### src/rtl/ex_div_unit.sv
// Iterative radix-2 restoring divider for RV32M DIV/DIVU/REM/REMU.
// One quotient bit per cycle; stalls the pipeline through BUSY while iterating.
module ex_div_unit (
  input  logic        CLK,
  input  logic        RESET,
  input  logic        START,
  input  logic [1:0]  OP,
  input  logic [31:0] DATA1,
  input  logic [31:0] DATA2,
  input  logic        FLUSH,
  output logic [31:0] RESULT,
  output logic        DONE,
  output logic        BUSY
);

  typedef enum logic [1:0] {IDLE, CALC, FIN} state_t;

  state_t      state_reg, state_next;
  logic [1:0]  op_reg, op_next;
  logic        neg_q_reg, neg_q_next;
  logic        neg_r_reg, neg_r_next;
  logic [31:0] divisor_reg, divisor_next;
  logic [63:0] acc_reg, acc_next;
  logic [5:0]  count_reg, count_next;
  logic [31:0] result_reg, result_next;
  logic        done_reg, done_next;
  logic        busy_comb;

  logic        is_signed, sign1, sign2, overflow;
  logic [31:0] mag1, mag2;
  logic [32:0] trial_upper;
  logic        trial_ge;
  logic [31:0] trial_diff;
  logic [63:0] step;
  logic [31:0] quo_fixed, rem_fixed;

  assign is_signed = ~OP[0];
  assign sign1     = is_signed & DATA1[31];
  assign sign2     = is_signed & DATA2[31];
  assign mag1      = sign1 ? (~DATA1 + 32'd1) : DATA1;
  assign mag2      = sign2 ? (~DATA2 + 32'd1) : DATA2;
  assign overflow  = is_signed && (DATA1 == 32'h8000_0000) && (DATA2 == 32'hFFFF_FFFF);

  // Shifted partial remainder can reach 33 bits, but after a successful
  // subtract it is always below the divisor, so 32 bits hold the difference.
  assign trial_upper = acc_reg[63:31];
  assign trial_ge    = trial_upper >= {1'b0, divisor_reg};
  assign trial_diff  = acc_reg[62:31] - divisor_reg;
  assign step        = trial_ge ? {trial_diff, acc_reg[30:0], 1'b1}
                                : {acc_reg[62:0], 1'b0};

  assign quo_fixed = neg_q_reg ? (~step[31:0] + 32'd1) : step[31:0];
  assign rem_fixed = neg_r_reg ? (~step[63:32] + 32'd1) : step[63:32];

  always_comb begin
    state_next   = state_reg;
    op_next      = op_reg;
    neg_q_next   = neg_q_reg;
    neg_r_next   = neg_r_reg;
    divisor_next = divisor_reg;
    acc_next     = acc_reg;
    count_next   = count_reg;
    result_next  = result_reg;
    done_next    = 1'b0;
    busy_comb    = 1'b0;

    case (state_reg)
      IDLE: begin
        if (START && !FLUSH) begin
          busy_comb    = 1'b1;
          op_next      = OP;
          neg_q_next   = sign1 ^ sign2;
          neg_r_next   = sign1;
          divisor_next = mag2;
          acc_next     = {32'd0, mag1};
          count_next   = 6'd0;
          if (DATA2 == 32'd0) begin
            state_next  = FIN;
            done_next   = 1'b1;
            result_next = OP[1] ? DATA1 : 32'hFFFF_FFFF;
          end else if (overflow) begin
            state_next  = FIN;
            done_next   = 1'b1;
            result_next = OP[1] ? 32'd0 : 32'h8000_0000;
          end else begin
            state_next = CALC;
          end
        end
      end
      CALC: begin
        busy_comb  = 1'b1;
        acc_next   = step;
        count_next = count_reg + 6'd1;
        if (count_reg == 6'd31) begin
          state_next  = FIN;
          done_next   = 1'b1;
          result_next = op_reg[1] ? rem_fixed : quo_fixed;
        end
      end
      FIN:     state_next = IDLE;
      default: state_next = IDLE;
    endcase

    // A redirect discards whatever is in flight, including a pending result.
    if (FLUSH) begin
      state_next  = IDLE;
      done_next   = 1'b0;
      result_next = result_reg;
    end
  end

  always_ff @(posedge CLK) begin
    if (RESET) begin
      state_reg   <= IDLE;
      op_reg      <= 2'd0;
      neg_q_reg   <= 1'b0;
      neg_r_reg   <= 1'b0;
      divisor_reg <= 32'd0;
      acc_reg     <= 64'd0;
      count_reg   <= 6'd0;
      result_reg  <= 32'd0;
      done_reg    <= 1'b0;
    end else begin
      state_reg   <= state_next;
      op_reg      <= op_next;
      neg_q_reg   <= neg_q_next;
      neg_r_reg   <= neg_r_next;
      divisor_reg <= divisor_next;
      acc_reg     <= acc_next;
      count_reg   <= count_next;
      result_reg  <= result_next;
      done_reg    <= done_next;
    end
  end

  assign RESULT = result_reg;
  assign DONE   = done_reg;
  assign BUSY   = busy_comb & ~RESET;

endmodule

### config.mk
export PLATFORM = sky130hd
export DESIGN_NAME = ex_div_unit
export DESIGN_NICKNAME = d
export VERILOG_FILES = /design/src/rtl/ex_div_unit.sv
export SDC_FILE = /design/constraint.sdc
export NUM_CORES = 1
export LEC_CHECK = 0
export ABC_CLOCK_PERIOD_IN_PS = 7300
export CORE_UTILIZATION = 50
export DETAILED_ROUTE_END_ITERATION = 16
export GPL_ROUTABILITY_DRIVEN = 0
export PLACE_DENSITY = 0.72
export SYNTH_ARGS = -nofsm -noshare
export SYNTH_HDL_FRONTEND = slang
export SYNTH_SLANG_ARGS = --single-unit
### constraint.sdc
create_clock -name CLK -period 7.3 [get_ports CLK]
set_input_delay 1.825 -clock CLK [delete_from_list [all_inputs] [get_ports CLK]]
set_output_delay 1.825 -clock CLK [all_outputs]
set_load 0.05 [all_outputs]
==> results of run 1 <==
-- metrics by stage --
| step | worst slack [ns] | cells |
|---|---|---|
| after floorplan | 2.04 | 1586 |
| after global placement | 1.20 | 1913 |
| after detailed placement | 1.15 | 1913 |
| after CTS | 1.51 | 1945 |
| after global routing | 1.03 | 1945 |
| final | 1.42 | 1945 |
-- cell families after synthesis --
family | after synthesis | share of synthesized area [%]
compound gates | 532 | 30.9
xor+xnor | 121 | 9.03
fa+ha+maj | 39 | 4.22
buf+inv | 160 | 5.61
flops | 140 | 23.9
mux | 30 | 2.76
simple gates | 564 | 23.6
-- power groups by stage --
stage               combinational [W]  sequential (W)  clock, W
floorplan                    0.000434        0.000828         0
global placement             0.000618        0.000833         0
detailed placement           0.000624        0.000834         0
CTS                          0.000629        0.000817  0.000957
global route                 0.000696        0.000821  0.000994
finish                       0.000644        0.000818  0.000959
-- cells in the mapped netlist, types with 8 or more instances --
library cell / instances
a311oi_1: 17
o211ai_1: 25
a21boi_0: 8
xor2_1: 54
nand2b_1: 16
mux2_2: 8
ha_1: 38
or3_1: 19
a21o_1: 12
a22oi_1: 34
o21a_1: 10
nand4_1: 14
a21oi_1: 129
dfxtp_1: 140
inv_1: 60
o21ai_1: 10
nand3_1: 48
a211oi_1: 43
nor4_1: 19
o31ai_1: 31
xnor2_1: 67
o21ai_0: 95
nand2_1: 166
a31oi_1: 30
clkbuf_1: 72
or4_1: 20
mux2i_1: 20
o41ai_1: 12
nor2_1: 168
buf_2: 16
nor3_1: 28
-- critical path: cells and delay by family --
| kind | cells | cell delay, ns |
|---|---|---|
| compound gates | 1 | 0.53 |
| buf+inv | 2 | 0.93 |
| simple gates | 8 | 2.83 |
| mux | 1 | 0.13 |
-- placed cells by master, fill, tap and decap left out, types with 5 or more instances in the layout --
cell	netlist	routed
a211oi_1	43	43
a21boi_0	8	8
a21o_1	12	12
a21oi_1	129	129
a221oi_1	7	7
a22oi_1	34	34
a311oi_1	17	17
a31oi_1	30	30
and3_1	7	7
buf_4	4	11
clkbuf_16	0	17
clkdlybuf4s50_1	0	102
dfxtp_1	140	140
ha_1	38	38
inv_1	60	60
mux2_2	8	8
mux2i_1	20	20
nand2_1	166	166
nand2b_1	16	15
nand3_1	48	48
nand4_1	14	14
nand4b_1	5	5
nor2_1	168	167
nor3_1	28	28
nor4_1	19	19
o211ai_1	25	25
o21a_1	10	10
o21ai_0	95	95
o21ai_1	10	10
o22ai_1	5	5
o31ai_1	31	31
o41ai_1	12	12
or2_2	7	7
or3_1	19	19
or4_1	20	20
xnor2_1	67	67
xor2_1	54	54
-- how the worst max path moves through the flow --
stage	from	endpoint	slack [ns]
after CTS	DATA2[4]	RESULT[24]$_SDFFE_PP0P_	1.51
final	DATA2[5]	RESULT[24]$_SDFFE_PP0P_	1.42
after floorplan	FLUSH	BUSY	2.04
after global placement	DATA2[5]	RESULT[24]$_SDFFE_PP0P_	1.20
after global routing	DATA2[1]	RESULT[24]$_SDFFE_PP0P_	1.03
after detailed placement	DATA2[4]	RESULT[24]$_SDFFE_PP0P_	1.15
-- final cells by class --
class | count | area (µm²)
fillers | 2215 | 9380
multi-input cells | 1286 | 8310
flip-flops and latches | 140 | 2800
repair buffers | 113 | 1100
clock buffers | 19 | 453
well taps | 313 | 392
inverters | 61 | 229
clock inverters | 13 | 179
-- routing by layer --
metal	GRT usage [%]	vias up	wire length, µm
li1	-	5948	-
met1	46.7	5901	17600
met2	52.4	629	17900
met3	6.55	108	3530
met4	11.9	0	1350
met5	0	-	0
==> summary.md, run 1 <==
| Metric | Value |
|---|---|
| CTS clk-pin slew, worst paths | 0.07 ns |
| Ports | ~100 |
| WHS Endpoint | divisor_reg[26]$_SDFFE_PP0P_ |
| Final Cell Area | 13500 µm² |
| Number of port buffers | 103 |
| # diodes | 0 |
| Synth unique cells | 102 |
| Syn-to-layout area delta | 14.7% |
| DRC | 0 |
| Nets | about 1700 |
| Largest register FFs | 64 |
| Comb power frac | between 20% and 30% |
| Status | finished, final reports clean |
| Cells after Synth | 1586 |
| CP max stage cell | nor3_2 |
| Setup bufs post-CTS | 0 |
| Global-route wire length before repair | between 60000 and 70000 µm |
| Clk network pwr share | 39.6% |
| DPL Wire Length | 29900 µm |
| Final wirelength | between 40000 and 50000 µm |
| Pwr Total | between 0.002 and 0.0025 W |
| Post-synth EDFFs | 0 |
| Top cell type by total area after synthesis | dfxtp_1 |
| Reg2reg end | RESULT[30]$_SDFFE_PP0P_ |
| Core region area | 22800 µm² |
| Sw power | 0.000832 W |
| Largest cells by area after synthesis | dfxtp_1 24%, a21oi_1 5.5%, nor2_1 5.4%, nand2_1 5.3%, xnor2_1 5.0% |
| Hold depth | 2 |
| Worst R2R Path Depth | 16 |
| Cts bufs inserted | 17 |
| Worst Skew | 0.0108 ns |
| Setup violators final | 0 |
| RSZ-0062 raised after global routing | false |
| Hold Slack | 0.468 ns |
| Synth Register Bits | 140 |
| VDD IR-drop max | 0.000133 V |
| Async S/R FF share, synth | 0% |
| Avg Inst Size Synth | 7.40 µm² |
| Final Hold Viols | 0 |
| R2R Setup Slk | 2.30 ns |
| Final Critical Period | 5.88 ns |
| Fin util | 58.9% |
| Max-cap violations | 0 |
| Max-slew headroom | between 20% and 30% |
| Post-Syn Nets | ~1700 |
| Leak pwr | 4.75 nW |
| Max Slew Vio Count | 0 |
| Share of post-route cells with drive strength above 1 | 6.74% |
| Grt total ovfl | 0 |
| RR Startpoint | acc_reg[44]$_SDFFE_PP0P_ |
| Die Y | 155 µm |
| Clock sink count | 140 |
| Initial antenna violation count | 0 |
| CTS tree | built |
| Clock root cell | clkbuf_16 |
| CP required | 7.68 ns |
| Highest Clock Rate | 170 MHz |
| Die ar. | 24100 µm² |
| Sum Neg Setup Slack | 0 ns |
| Vias per cell | 6.47 |
| Final worst path period share | 80.5% |
| Hold path start | divisor_reg[26]$_SDFFE_PP0P_ |
| Synth Flop Type | dfxtp_1 |
| P per Cell Area | 180 nW/µm² |
| Yosys top cell area share | between 20% and 30% |
| Clock Path Buffers | 2 |
| Sw Share | 34.3% |
| P_int | 0.00159 W |
| Clock Latency Late Sink | 0.44 ns |
| Hold Crit Class | reg -> reg |
| Largest net degree at the start of global routing | 95 |
| H-Tree Depth | 4 |
| Crit path DAT | 6.26 ns |
| Max FO, Critical Path | 38 |
| YS warnings | 0 |
| CP Capture Type | flip-flop |
| DR vias | between 10000 and 15000 |
| Worst-Margin Slew | roughly 1.1 ns |
| CP Cell Sequence | clkdlybuf4s50_1 -> or4_1 -> nor4_1 -> nand2_1 -> or4_4 -> nor3_2 -> o41a_2 -> buf_4 -> nor2_1 -> nor4_1 -> mux2i_1 -> nand2_1 |
| Vias in the first global route | ~11000 |
| # resized after CTS | 0 |
| Area after DPL | 12800 µm² |
| Mapped Area | 11700 µm² |
| Wire per inst | 20.8 µm |
| Initial core utilization | 51.4% |
| Final ANT Viol Nets | 0 |
| DR iter-0 viols | 1327 |
| Tot GR Track Use | 33.8% |
| Reg power frac | 33.8% |
| Die Wd | around 160 µm |
| Startpoint Class | primary input |
| First-pass iteration count of the detailed router | 6 |
| Crit Path Class | in -> reg |
| Crit-path max cell delay | 0.65 ns |
| Sequential area share after synthesis | between 20% and 30% |
| CTS Hold Bufs | 0 |
| Num rows | 55 |
(Power assumes the default switching activity.)
==> run 2: changes to the inputs <==
Settings changed: ABC_CLOCK_PERIOD_IN_PS 7300 to 5800.
Clock period 7.3 ns to 5.8 ns, I/O delays scaled along.
==> summary.md, run 2 (synthesis gave the netlist of run 1 again) <==
| Metric | Value |
|---|---|
| Status | finished, final reports clean |
| DR vias | between 10000 and 15000 |
| Tot GR Track Use | 33.2% |
| Sw power | between 0.001 and 0.0015 W |
| Clock sink count | 140 |
| Nets | 1734 |
| VDD IR-drop max | 0.000184 V |
| Initial antenna violation count | 0 |
| # resized after CTS | 0 |
| DRC | 0 |
| Final worst path period share | approximately 88% |
| Die ar. | 24100 µm² |
| Sum Neg Setup Slack | 0 ns |
| P_int | around 0.0019 W |
| Setup violators final | 0 |
| Final ANT Viol Nets | 0 |
| Final Critical Period | 5.10 ns |
| Global-route wire length before repair | 63100 µm |
| Wire per inst | 20.5 µm |
| Final wirelength | 39900 µm |
| Max-slew headroom | 30.6% |
| Cts bufs inserted | 17 |
| DR iter-0 viols | 1368 |
| CTS tree | built |
| Largest register FFs | 64 |
| Hold Slack | 0.457 ns |
| CP required | 6.17 ns |
| CTS Hold Bufs | 0 |
| Die Wd | between 150 and 200 µm |
| H-Tree Depth | 4 |
| Vias per cell | roughly 6.5 |
| Most frequent cells in the layout | 167 x nor2_1, 166 x nand2_1, 140 x dfxtp_1 |
| Initial core utilization | 51.4% |
| CTS clk-pin slew, worst paths | 0.06 ns |
| Comb power frac | between 20% and 30% |
| Highest Clock Rate | 196 MHz |
| Final non-filler cell total | 1951 |
| Startpoint Class | flip-flop |
| Num rows | 55 |
| DPL Wire Length | around 30000 µm |
| First-pass iteration count of the detailed router | 6 |
| Final Hold Viols | 0 |
| Die Y | approximately 160 µm |
| Number of port buffers | 103 |
| Share of post-route cells with drive strength above 1 | 6.90% |
| Clk network pwr share | a little over a third |
| Max Slew Vio Count | 0 |
| Crit Path Class | reg -> reg |
| Filler instances | 2216 |
| Clock root cell | clkbuf_16 |
| Max-cap violations | 0 |
| Largest net degree at the start of global routing | 95 |
| Worst Skew | approximately 0.012 ns |
| Crit path DAT | ~5.5 ns |
| P per Cell Area | 215 nW/µm² |
| Sw Share | 34.9% |
| Post-Place Cells | 1919 |
| Max FO, Critical Path | 12 |
| Clock Latency Late Sink | roughly 0.43 ns |
| Most common cell after layout, fill and taps aside | nor2_1 |
| Ports | 104 |
| Leak pwr | 4.74 nW |
| Worst-Margin Slew | 1.04 ns |
| Setup bufs post-CTS | 0 |
| # diodes | 0 |
| RSZ-0062 raised after global routing | false |
| Clock Path Buffers | 2 |
| Reg power frac | 35.7% |
| Hold Crit Class | reg -> reg |
| Vias in the first global route | 11500 |
| Core region area | 22800 µm² |
| Grt total ovfl | 0 |
| Syn-to-layout area delta | 14.5% |
| CP Capture Type | flip-flop |
[run 2: cell types whose count changed in the layout (fill, tap and decap cells not counted), sizes merged]
| cell | previous run | this run |
|---|---|---|
| buf | 11 | 17 |
| bufinv | 3 | 1 |
| clkbuf | 19 | 20 |
| clkinv | 1 | 7 |
| inv | 67 | 62 |
[run 2: critical path: stages (launching register included)]
cell      delay [ns]
dfxtp_1         0.46
ha_1            0.38
a21oi_1         0.36
o21ai_1         0.20
a22o_1          0.35
o31ai_4         0.40
nand2_2         0.28
inv_2           0.11
ha_1            0.23
inv_1           0.11
or4_1           0.49
nor2_1          0.36
nand3b_1        0.19
o21ai_1         0.21
xor2_1          0.11
a221oi_1        0.43
o311a_1         0.24
a22o_1          0.12
[run 2: stage by stage]
stage | cell area, µm² | total power (W) | setup slack [ns] | util (%)
after floorplan | 11700 | 0.00159 | 1.21 | -
after global placement | 12900 | 0.00183 | 0.706 | 56.4
after detailed placement | 12900 | 0.00183 | 0.497 | 56.4
after CTS | 13400 | 0.00287 | 0.821 | 58.8
after global routing | 13400 | 0.00301 | 0.450 | 58.8
final | 13400 | 0.00289 | 0.702 | 58.8
[run 2: cell type report]
type	count	area [µm²]	share of cell area [%]
multi-input combinational	1286	8310	61.8
timing repair buffer	119	1150	8.55
inverter	61	229	1.70
clock buffer	20	437	3.25
tap	313	392	2.92
sequential	140	2800	20.9
clock inverter	12	119	0.885
[run 2: power by group through the flow]
stage                     Combinational [W]  Clock [W]  Sequential, W
after floorplan                    0.000547          0        0.00104
after global routing               0.000869    0.00110        0.00104
after detailed placement           0.000783          0        0.00105
after global placement             0.000778          0        0.00105
after CTS                          0.000787    0.00106        0.00103
final                              0.000806    0.00106        0.00103
[run 2: metal layers]
metal | vias up | part of all wire [%] | GRT usage (%)
met3 | 84 | 8.4 | 5.57
met1 | 5939 | 44 | 46.7
met4 | 0 | 2.6 | 10.0
met5 | - | 0 | 0
met2 | 610 | 45 | 51.8
li1 | 5959 | - | -
[run 2: worst paths after layout]
| kind | to | from | depth (start not counted) | slack, ns |
|---|---|---|---|---|
| min reg2reg | divisor_reg[31]$_SDFFE_PP0P_ | divisor_reg[31]$_SDFFE_PP0P_ | 2 | 0.46 |
| min | divisor_reg[31]$_SDFFE_PP0P_ | divisor_reg[31]$_SDFFE_PP0P_ | 2 | 0.46 |
| max | RESULT[30]$_SDFFE_PP0P_ | acc_reg[43]$_SDFFE_PP0P_ | 17 | 0.70 |
| max reg2reg | RESULT[30]$_SDFFE_PP0P_ | acc_reg[43]$_SDFFE_PP0P_ | 17 | 0.70 |
==> run 3: changes to the inputs <==
Settings changed: ABC_AREA set to 1, PLACE_DENSITY 0.72 to 0.71, RECOVER_POWER set to 50.
==> summary.md, run 3 <==
| Metric | Value |
|---|---|
| Cell with the most instances after synthesis | nand2_1 |
| Final wirelength | 43800 µm |
| Fin util | around 58% |
| Most common cell after layout, fill and taps aside | nand2_1 |
| Synth Flop Type | dfxtp_1 |
| Most frequent cells in the layout | 624 x nand2_1, 264 x inv_1, 198 x nor2_1 |
| Critical Path Most Common Cell | nand2_1 |
| VDD IR-drop max | 0.000150 V |
| Final ANT Viol Nets | 0 |
| Initial core utilization | between 50 and 60% |
| Mapped Area | 12300 µm² |
| Final worst path period share | 89.0% |
| Post-Place Cells | 2484 |
| CP Capture Type | flip-flop |
| Top cell type by total area after synthesis | dfxtp_1 |
| YS warnings | 0 |
| WHS Endpoint | RESULT[20]$_SDFFE_PP0P_ |
| Max-slew headroom | -11.6% |
| P per Cell Area | 227 nW/µm² |
| Largest cells by area after synthesis | dfxtp_1 23%, nand2_1 19%, inv_1 8.0%, a21oi_1 7.2%, nand3_1 6.1% |
| Hold Crit Class | reg -> reg |
| Largest net degree at the start of global routing | 95 |
| Crit Path Class | reg -> reg |
| Failing checks | capacitance limit, slew limit |
| H-Tree Depth | 4 |
| CP Cell Sequence | inv_1 -> ha_1 -> nand2_1 -> inv_1 -> nand2_1 -> nand2_1 -> nand2_1 -> a21oi_1 -> nor2_4 -> nand2_1 -> inv_4 -> ha_1 -> nand3_1 -> nor3_1 -> nand2_1 -> nor3_1 -> nand4_1 -> o41ai_1 -> o21ai_0 -> or2_2 -> a21oi_1 -> nand2_1 -> nand2_1 -> a21oi_2 |
| Worst Skew | 0.0155 ns |
| Setup bufs post-CTS | 0 |
| Ports | 104 |
| Initial antenna violation count | 0 |
| Die ar. | 25300 µm² |
| Crit-path max cell delay | 0.56 ns |
| Largest delay contributor family on the critical path | simple AND/OR/NAND/NOR gates |
| Tot GR Track Use | 34.6% |
| Die Wd | 159 µm |
| DPL Wire Length | 33100 µm |
| CP required | 6.08 ns |
| Worst path bufs/invs | 3 |
| R2R Setup Slk | 0.64 ns |
| DR vias | 14500 |
| Final non-filler cell total | 2516 |
| Grt total ovfl | 0 |
| Post-synthesis simple-gate area fraction | about two fifths |
| Met2 Usage GRT | 50.7% |
| Cells after Synth | about 2100 |
| Setup violators final | 0 |
| Vias in the first global route | approximately 13000 |
| Worst-Margin Slew | 1.67 ns |
| RSZ-0062 raised after global routing | false |
| Clock root cell | clkbuf_16 |
| Filler instances | ~2500 |
| Adder-cell share of the synthesized area | 4.02% |
| Max-cap violations | 1 |
| Post-Synth XOR/XNOR Area | 2.49% |
| Status | finished, violations left |
| CTS Hold Bufs | 0 |
| Highest Clock Rate | 194 MHz |
| Largest register FFs | 64 |
| Hold path start | RESULT[20]$_SDFFE_PP0P_ |
| Syn-to-layout area delta | 14.1% |
| Worst setup margin | 0.638 ns |
| Post-Syn Nets | between 2000 and 2500 |
| Clock sink count | 140 |
| Most congested layer reported by global routing | met2 |
| Dpl ws | a little under 1 ns |
| Num rows | 57 |
| Avg Inst Size Synth | 5.79 µm² |
| Synth top cells by count | 619 x nand2_1, 264 x inv_1, 198 x nor2_1 |
| Synth Area in Compound Gates | 20.1% |
| Number of port buffers | just over 100 |
| Max Slew Vio Count | 76 |
| Synth Register Bits | 140 |
| CTS tree | built |
| RR Startpoint | divisor_reg[19]$_SDFFE_PP0P_ |
| Sum Neg Setup Slack | 0 ns |
| # resized after CTS | 0 |
| Synth unique cells | 56 |
| # diodes | 0 |
| Hold Slack | ~0.47 ns |
| Final Hold Viols | 0 |
| DR iter-0 viols | 1447 |
| M1 GR Usage | 48.0% |
| Core region area | between 20000 and 25000 µm² |
| First-pass iteration count of the detailed router | 6 |
| Clock Path Buffers | 2 |
| Final Critical Period | 5.16 ns |
| Vias per cell | 5.75 |
| Hold depth | 2 |
| Die Y | 159 µm |
| Post-synth EDFFs | 0 |
| Reg2reg end | RESULT[28]$_SDFFE_PP0P_ |
| Startpoint Class | flip-flop |
| Global-route wire length before repair | approximately 70000 µm |
| Yosys top cell area share | 22.7% |
| Largest family of logic cells by synthesized area | simple AND/OR/NAND/NOR gates |
| CTS clk-pin slew, worst paths | 0.07 ns |
| DRC | 0 |
| Cts bufs inserted | 17 |
| Async S/R FF share, synth | 0% |
| Max FO, Critical Path | 18 |
| Share of post-route cells with drive strength above 1 | 5.70% |
| Worst R2R Path Depth | 24 |
| Mux share of post-synthesis cell area | 0% |
| Crit path DAT | 5.44 ns |
| WP depth | 24 |
| Leak pwr | 6.53 nW |
| Wire per inst | 17.4 µm |
| Sequential area share after synthesis | 22.7% |
| Nets | 2288 |
| CP max stage cell | o41ai_1 |
| GR Layer Usage met3 | between 8 and 9% |
| Clock Latency Late Sink | 0.44 ns |
==> run 3: worst reg2reg max path: cells and delay by family, from the launching register on <==
kind / cells / cell delay (ns)
adder cells (fa/ha/maj): 2 / 0.61
buffers and inverters: 3 / 0.32
AND/OR/NAND/NOR: 14 / 2.56
flip-flops: 1 / 0.41
AO/OA/AOI/OAI: 5 / 1.08
==> run 3: power by group <==
group	internal [W]	switching [W]
logic	0.000311	0.000676
registers	0.000995	0.0000337
clock network	0.000692	0.000478
==> run 3: stage by stage <==
stage          total power, W  instance area (µm²)
4_1_cts               0.00317                14100
5_1_grt               0.00334                14100
3_5_place_dp          0.00201                13500
2_1_floorplan         0.00172                12300
3_3_place_gp          0.00200                13500
6_report              0.00319                14100
==> run 3: final cells by class <==
cell class | count | area (µm²) | share of cell area, %
Clock inverter | 13 | 164 | 1.17
Multi-Input combinational cell | 1626 | 8070 | 57.4
Timing Repair Buffer | 119 | 1140 | 8.13
Tap cell | 324 | 405 | 2.88
Clock buffer | 19 | 443 | 3.15
Inverter | 275 | 1030 | 7.36
Sequential cell | 140 | 2800 | 19.9
==> run 3: how the worst max path moves through the flow <==
stage | start | slack (ns) | end
after CTS | divisor_reg[19]$_SDFFE_PP0P_ | 0.93 | RESULT[28]$_SDFFE_PP0P_
after floorplan | FLUSH | 1.41 | BUSY
after detailed placement | divisor_reg[19]$_SDFFE_PP0P_ | 0.97 | RESULT[28]$_SDFFE_PP0P_
final | divisor_reg[19]$_SDFFE_PP0P_ | 0.64 | RESULT[28]$_SDFFE_PP0P_
after global routing | divisor_reg[19]$_SDFFE_PP0P_ | 0.14 | RESULT[30]$_SDFFE_PP0P_
after global placement | divisor_reg[19]$_SDFFE_PP0P_ | 0.96 | RESULT[28]$_SDFFE_PP0P_
==> run 3: routing by layer <==
layer | up-vias | wire, µm
met5 | - | 0
met4 | 0 | 1740
met3 | 113 | 4570
met2 | 744 | 18300
met1 | 6554 | 19200
li1 | 7066 | -
==> run 3: kinds of logic (layout without fill, tap and decap cells) <==
kind of cell / count (synthesis) / after routing
xor+xnor: 35 / 35
compound gates: 438 / 438
fa+ha+maj: 39 / 39
simple gates: 1114 / 1114
flops: 140 / 140
buf+inv: 363 / 426
